[config.mk]
export PLATFORM = sky130hd
export DESIGN_NAME = shift_req_stage
export DESIGN_NICKNAME = d
export VERILOG_FILES = /design/src/rtl/shift_pkg.sv /design/src/rtl/shift_req_fifo.sv /design/src/rtl/shift_req_stage.sv
export SDC_FILE = /design/constraint.sdc
export NUM_CORES = 1
export LEC_CHECK = 0
export BUFFER_PORTS_ARGS = -buffer_cell sky130_fd_sc_hd__buf_2
export CAP_MARGIN = 10
export CORE_MARGIN = 2
export CORE_UTILIZATION = 40
export DETAILED_ROUTE_END_ITERATION = 10
export SLEW_MARGIN = 20
export SYNTH_ARGS = -nofsm -noshare
export SYNTH_HDL_FRONTEND = slang
export SYNTH_SLANG_ARGS = --single-unit
[constraint.sdc]
create_clock -name clk -period 3.75 [get_ports clk]
set_clock_uncertainty 0.1 [all_clocks]
set_input_delay 1.125 -clock clk [delete_from_list [all_inputs] [get_ports clk]]
set_output_delay 1.125 -clock clk [all_outputs]
set_load 0.02 [all_outputs]
[src/rtl/shift_pkg.sv]
// +--------------------------------------------------------------------------+
// | Module      : shift_pkg                                                  |
// | Description : Shared widths, FIFO entry layout and push-side clamping.   |
// | Revision    : 1.0                                                        |
// +--------------------------------------------------------------------------+
`default_nettype none

package shift_pkg;

    localparam int DATA_W = 16;
    localparam int AMT_W  = 5;
    localparam int CTRL_W = 4;
    localparam int TAG_W  = 4;

    typedef struct packed {
        logic [DATA_W-1:0] data;
        logic [CTRL_W-1:0] amt;
        logic [TAG_W-1:0]  tag;
        logic              sat;
    } fifo_entry_t;

    // Shifting a 16-bit value by 15 already yields all sign bits, so any
    // amount of 16 or more collapses to 15 with the sat flag recorded.
    function automatic fifo_entry_t make_entry(
        input logic [DATA_W-1:0] data,
        input logic [AMT_W-1:0]  amt,
        input logic [TAG_W-1:0]  tag
    );
        fifo_entry_t e;
        e.data = data;
        e.sat  = amt[AMT_W-1];
        e.amt  = e.sat ? {CTRL_W{1'b1}} : amt[CTRL_W-1:0];
        e.tag  = tag;
        return e;
    endfunction

endpackage

`default_nettype wire

[src/rtl/shift_req_fifo.sv]
// +--------------------------------------------------------------------------+
// | Module      : shift_req_fifo                                             |
// | Description : Synchronous request FIFO with registered pointers.         |
// | Revision    : 1.0                                                        |
// +--------------------------------------------------------------------------+
`default_nettype none

module shift_req_fifo
    import shift_pkg::*;
#(
    parameter int DEPTH = 2
) (
    input  logic        clk,
    input  logic        rst_n,
    input  logic        push_i,
    input  fifo_entry_t entry_i,
    input  logic        pop_i,
    output fifo_entry_t head_o,
    output logic        full_o,
    output logic        empty_o
);

    localparam int PTR_W = (DEPTH > 1) ? $clog2(DEPTH) : 1;
    localparam int CNT_W = $clog2(DEPTH + 1);
    localparam logic [CNT_W-1:0] FULL_CNT = CNT_W'(DEPTH);

    fifo_entry_t      mem_q [DEPTH];
    logic [PTR_W-1:0] wr_ptr_q, wr_ptr_d;
    logic [PTR_W-1:0] rd_ptr_q, rd_ptr_d;
    logic [CNT_W-1:0] count_q, count_d;
    logic             w_push;
    logic             w_pop;

    assign full_o  = (count_q == FULL_CNT);
    assign empty_o = (count_q == '0);
    assign head_o  = mem_q[rd_ptr_q];

    assign w_push = push_i && !full_o;
    assign w_pop  = pop_i && !empty_o;

    // DEPTH is a power of two, so pointer wrap is the natural overflow.
    always_comb begin
        wr_ptr_d = wr_ptr_q;
        rd_ptr_d = rd_ptr_q;
        count_d  = count_q;
        if (w_push) begin
            wr_ptr_d = wr_ptr_q + PTR_W'(1);
        end
        if (w_pop) begin
            rd_ptr_d = rd_ptr_q + PTR_W'(1);
        end
        case ({w_push, w_pop})
            2'b10:   count_d = count_q + CNT_W'(1);
            2'b01:   count_d = count_q - CNT_W'(1);
            default: count_d = count_q;
        endcase
    end

    always_ff @(posedge clk) begin
        if (!rst_n) begin
            wr_ptr_q <= '0;
            rd_ptr_q <= '0;
            count_q  <= '0;
        end else begin
            wr_ptr_q <= wr_ptr_d;
            rd_ptr_q <= rd_ptr_d;
            count_q  <= count_d;
        end
    end

    always_ff @(posedge clk) begin
        if (w_push) begin
            mem_q[wr_ptr_q] <= entry_i;
        end
    end

endmodule

`default_nettype wire

[src/rtl/shift_req_stage.sv]
// +--------------------------------------------------------------------------+
// | Module      : shift_req_stage                                            |
// | Description : Request FIFO feeding an external arithmetic-right barrel   |
// |               shifter, with a registered valid/ready result slot.        |
// | Revision    : 1.0                                                        |
// +--------------------------------------------------------------------------+
`default_nettype none

module shift_req_stage
    import shift_pkg::*;
#(
    parameter int DEPTH = 2
) (
    input  logic              clk,
    input  logic              rst_n,
    input  logic              req_valid,
    output logic              req_ready,
    input  logic [DATA_W-1:0] req_data,
    input  logic [AMT_W-1:0]  req_amt,
    input  logic [TAG_W-1:0]  req_tag,
    output logic [DATA_W-1:0] sh_in,
    output logic [CTRL_W-1:0] sh_ctrl,
    input  logic [DATA_W-1:0] sh_out,
    output logic              rsp_valid,
    input  logic              rsp_ready,
    output logic [DATA_W-1:0] rsp_data,
    output logic [TAG_W-1:0]  rsp_tag,
    output logic              rsp_sat
);

    fifo_entry_t       w_head;
    fifo_entry_t       w_entry;
    logic              w_fifo_full;
    logic              w_fifo_empty;
    logic              w_push;
    logic              w_pop;

    logic              rsp_valid_q, rsp_valid_d;
    logic [DATA_W-1:0] rsp_data_q,  rsp_data_d;
    logic [TAG_W-1:0]  rsp_tag_q,   rsp_tag_d;
    logic              rsp_sat_q,   rsp_sat_d;

    assign w_entry   = make_entry(req_data, req_amt, req_tag);
    assign req_ready = !w_fifo_full;
    assign w_push    = req_valid && !w_fifo_full;
    assign w_pop     = !w_fifo_empty && (!rsp_valid_q || rsp_ready);

    shift_req_fifo #(
        .DEPTH (DEPTH)
    ) u_fifo (
        .clk     (clk),
        .rst_n   (rst_n),
        .push_i  (w_push),
        .entry_i (w_entry),
        .pop_i   (w_pop),
        .head_o  (w_head),
        .full_o  (w_fifo_full),
        .empty_o (w_fifo_empty)
    );

    // FIFO storage is not reset, so the shifter is fed zeros when empty.
    assign sh_in   = w_fifo_empty ? '0 : w_head.data;
    assign sh_ctrl = w_fifo_empty ? '0 : w_head.amt;

    always_comb begin
        rsp_valid_d = rsp_valid_q;
        rsp_data_d  = rsp_data_q;
        rsp_tag_d   = rsp_tag_q;
        rsp_sat_d   = rsp_sat_q;
        if (w_pop) begin
            rsp_valid_d = 1'b1;
            rsp_data_d  = sh_out;
            rsp_tag_d   = w_head.tag;
            rsp_sat_d   = w_head.sat;
        end else if (rsp_valid_q && rsp_ready) begin
            rsp_valid_d = 1'b0;
        end
    end

    always_ff @(posedge clk) begin
        if (!rst_n) begin
            rsp_valid_q <= 1'b0;
            rsp_data_q  <= '0;
            rsp_tag_q   <= '0;
            rsp_sat_q   <= 1'b0;
        end else begin
            rsp_valid_q <= rsp_valid_d;
            rsp_data_q  <= rsp_data_d;
            rsp_tag_q   <= rsp_tag_d;
            rsp_sat_q   <= rsp_sat_d;
        end
    end

    assign rsp_valid = rsp_valid_q;
    assign rsp_data  = rsp_data_q;
    assign rsp_tag   = rsp_tag_q;
    assign rsp_sat   = rsp_sat_q;

endmodule

`default_nettype wire

==> results.cfg <==
[die]
num_io_pins = 88
core-area_um2 = 7176
dieArea_um2 = 8007
die_x_um = 89.48
fp.dieH_um = 89.48
rows = 31
start_util_pct = 40.73

[min_path]
min_path_type = reg -> reg
holdPathStages = 2
timing.hold.worst.start = rsp_data[0]
hold_path_end = rsp_data[0]

[grt]
grt_use_total_pct = 13.97
grt_max_degree = 41
grt_pass1_vias = 1812
antenna_found_initial = 0
grt_first_pass_wirelength_mm = 8.383
grt_overflow_total = 0

[logic_synthesis]
yosysMostFrequentCell = edfxtp_1
synth-edff-count = 50
synth_cells = 224
synth_commonest_cells = 50 x edfxtp_1, 27 x dfxtp_1, 26 x a21oi_1
synth_cell_type_count = 25
seq_area_frac_synth_pct = 69.86
synth_top_area_share_pct = 51.37
synth.yosys.warnings = 0
yosys.area.top_type = edfxtp_1
synth_area_leaders = edfxtp_1 51%, dfxtp_1 18%, mux2i_1 8.6%
async_reset_ff_share_pct = 0
ys_ff_latch = 77
syn-num-nets = 270
synth_area_um2 = 2923
synth-main-ff-cell = edfxtp_1
syn_area_per_cell_um2 = 13.05

[power_and_ir_drop]
comb_power_share_pct = 32.5
switching_power_mw = 1.000
share_seq_of_total_power_pct = 41.5
power.density_nw_per_um2 = 774.0
power.share.clock_pct = 26.0
power_mw = 2.843
swShare_pct = 35.18
intPower_mw = 1.843
peakVddDrop_mv = 0.4450
leakagePower_nw = 1.462

[route]
drtIter0Drc = 81
ant_nets = 0
vias = 1964
wl_per_cell_um = 13.20
drt-pass1-iter-count = 4
totalWireLength_mm = 5.463
drcViolationCount = 0
vias_per_cell = 4.744

[setup_path]
critPathMaxStageDelay_ps = 710
setup.worst_path.start_class = register
r2r_cells = 5
end_kind = output pin
slowest_stage = nor2_4
path_cells = nor2_4, nor2_1, buf_2
r2r-start = u_fifo.count_q[1]
regToRegEndpoint = u_fifo.count_q[1]
cp.required_ps = 2520
path_max_fanout = 40
path_class = reg -> out
cp.arrival_ps = 1770
r2r_slack_ps = 1310

[timing]
fin_crit_sh_pct = 79.80
drv_slew = 0
setup-tns-final_ps = 0
hold_violations = 0
setup_viol_count_final = 0
rsz0062_at_grt = false
relSlewSlack_pct = 40.92
postLayoutSetupSlackWorst_ps = 757.6
fmax_mhz = 334.2
min_period_ps = 2992
worst_slew_pin_slew_ps = 884.1

[clock_network]
clkLatencyLatePin_ps = 330
cts_root_buf = clkbuf_8
htree_levels = 3
postCtsSetupBuffers = 0
cts_tree = yes
numCtsBuffers = 9
clock_path_buffers = 2
cts_sinks = 77
cts_resized = 0
clkTransAtPathRegs_ps = 80
hold_buffers = 0

[run]
max_cap_viol_count = 0

[outcome]
status = completed

[place]
dp_cells = 398
hpwlAfterDp_mm = 3.404
routabilityCongestion = 0.6887
pre_cts_slack_ps = 959.3
port-buffer-count = 87

[final_layout]
diodes = 0
nNetsFinal = 356
drive_gt1_share_pct = 35.87
area_growth_pct = 25.68
nFillCells = 644
final_cells = 414
cell families (layout without fill, tap and decap cells):
| logic type | count (synthesis) | after routing | synth area share [%] |
|---|---|---|---|
| adders and majority gates | 1 | 1 | 0.4280 |
| and+or+nand+nor | 52 | 52 | 8.433 |
| buffers and inverters | 17 | 108 | 2.953 |
| AOI/OAI and AO/OA | 50 | 50 | 9.161 |
| DFF | 77 | 77 | 69.86 |
| muxes | 25 | 25 | 8.562 |
| xor gates and xnor gates | 2 | 2 | 0.5994 |
layout by cell type, fill, tap and decap left out, drive strengths merged, types with 2 or more instances in the layout:
cell,instances
a211oi,5
a21oi,26
buf,90
bufinv,3
clkbuf,10
clkinv,3
dfxtp,27
edfxtp,50
mux2i,25
nand2b,2
nand3,16
nor2,23
o21ai,18
or2,5
or3,2
power by group through the flow:
stage / registers [mW] / clock network, mW / logic, mW
final: 1.18 / 0.739 / 0.924
after detailed placement: 1.20 / 0 / 0.935
after floorplan: 1.22 / 0 / 0.640
after global placement: 1.20 / 0 / 0.929
after CTS: 1.18 / 0.755 / 0.939
after global routing: 1.20 / 0.790 / 1.02
metrics by stage:
stage	cell area (um^2)	util, %	hold WS (ps)
after global placement	3435	47.86	358.8
final	3674	51.19	373.9
after detailed placement	3435	47.86	366.4
after global routing	3674	51.19	398.5
after floorplan	2923	-	379.9
after CTS	3674	51.19	377.3
worst max-delay path by stage:
stage,from,endpoint,slack [ps],cells after the start
3_5_place_dp,rsp_ready,u_fifo.count_q[1],960,7
6_report,u_fifo.count_q[1],sh_ctrl[0],760,3
5_1_grt,u_fifo.count_q[1],sh_in[6],630,3
4_1_cts,u_fifo.count_q[1],sh_ctrl[0],700,3
2_1_floorplan,rsp_ready,u_fifo.count_q[1],1280,6
3_3_place_gp,rsp_ready,u_fifo.count_q[1],1000,7
final cells by class:
type	count	area, um^2	share of cell area, %
Clock buffer	10	127.6	3.474
Clock inverter	6	111.4	3.031
Multi-Input combinational cell	130	802.0	21.83
Timing Repair Buffer	90	457.9	12.47
Inverter	2	7.507	0.2044
Tap cell	99	123.9	3.372
Sequential cell	77	2043	55.62
registers in the layout (all words and copies together), names as in the netlist, named ones only:
| name | flops |
|---|---|
| rsp_tag | 4 |
| u_fifo.rd_ptr_q | 1 |
| rsp_data | 16 |
| rsp_valid | 1 |
| rsp_sat | 1 |
| u_fifo.count_q | 2 |
| u_fifo.wr_ptr_q | 1 |
| u_fifo.mem_q | 50 |
per-layer routing:
metal | routed length [um] | vias to the layer above | GRT usage, %
met1 | 2561 | 900 | 17.37
met4 | 57 | 0 | 6.513
met3 | 389 | 7 | 4.894
met5 | 0 | - | 0
li1 | - | 988 | -
met2 | 2455 | 69 | 21.89
worst max-delay path: cells and delay by family, from the launching register on:
family	cells	cell delay, ps
simple gates	2	850
buf+inv	1	200
flops	1	370
No activity file was read; power rests on OpenSTA's default activity.
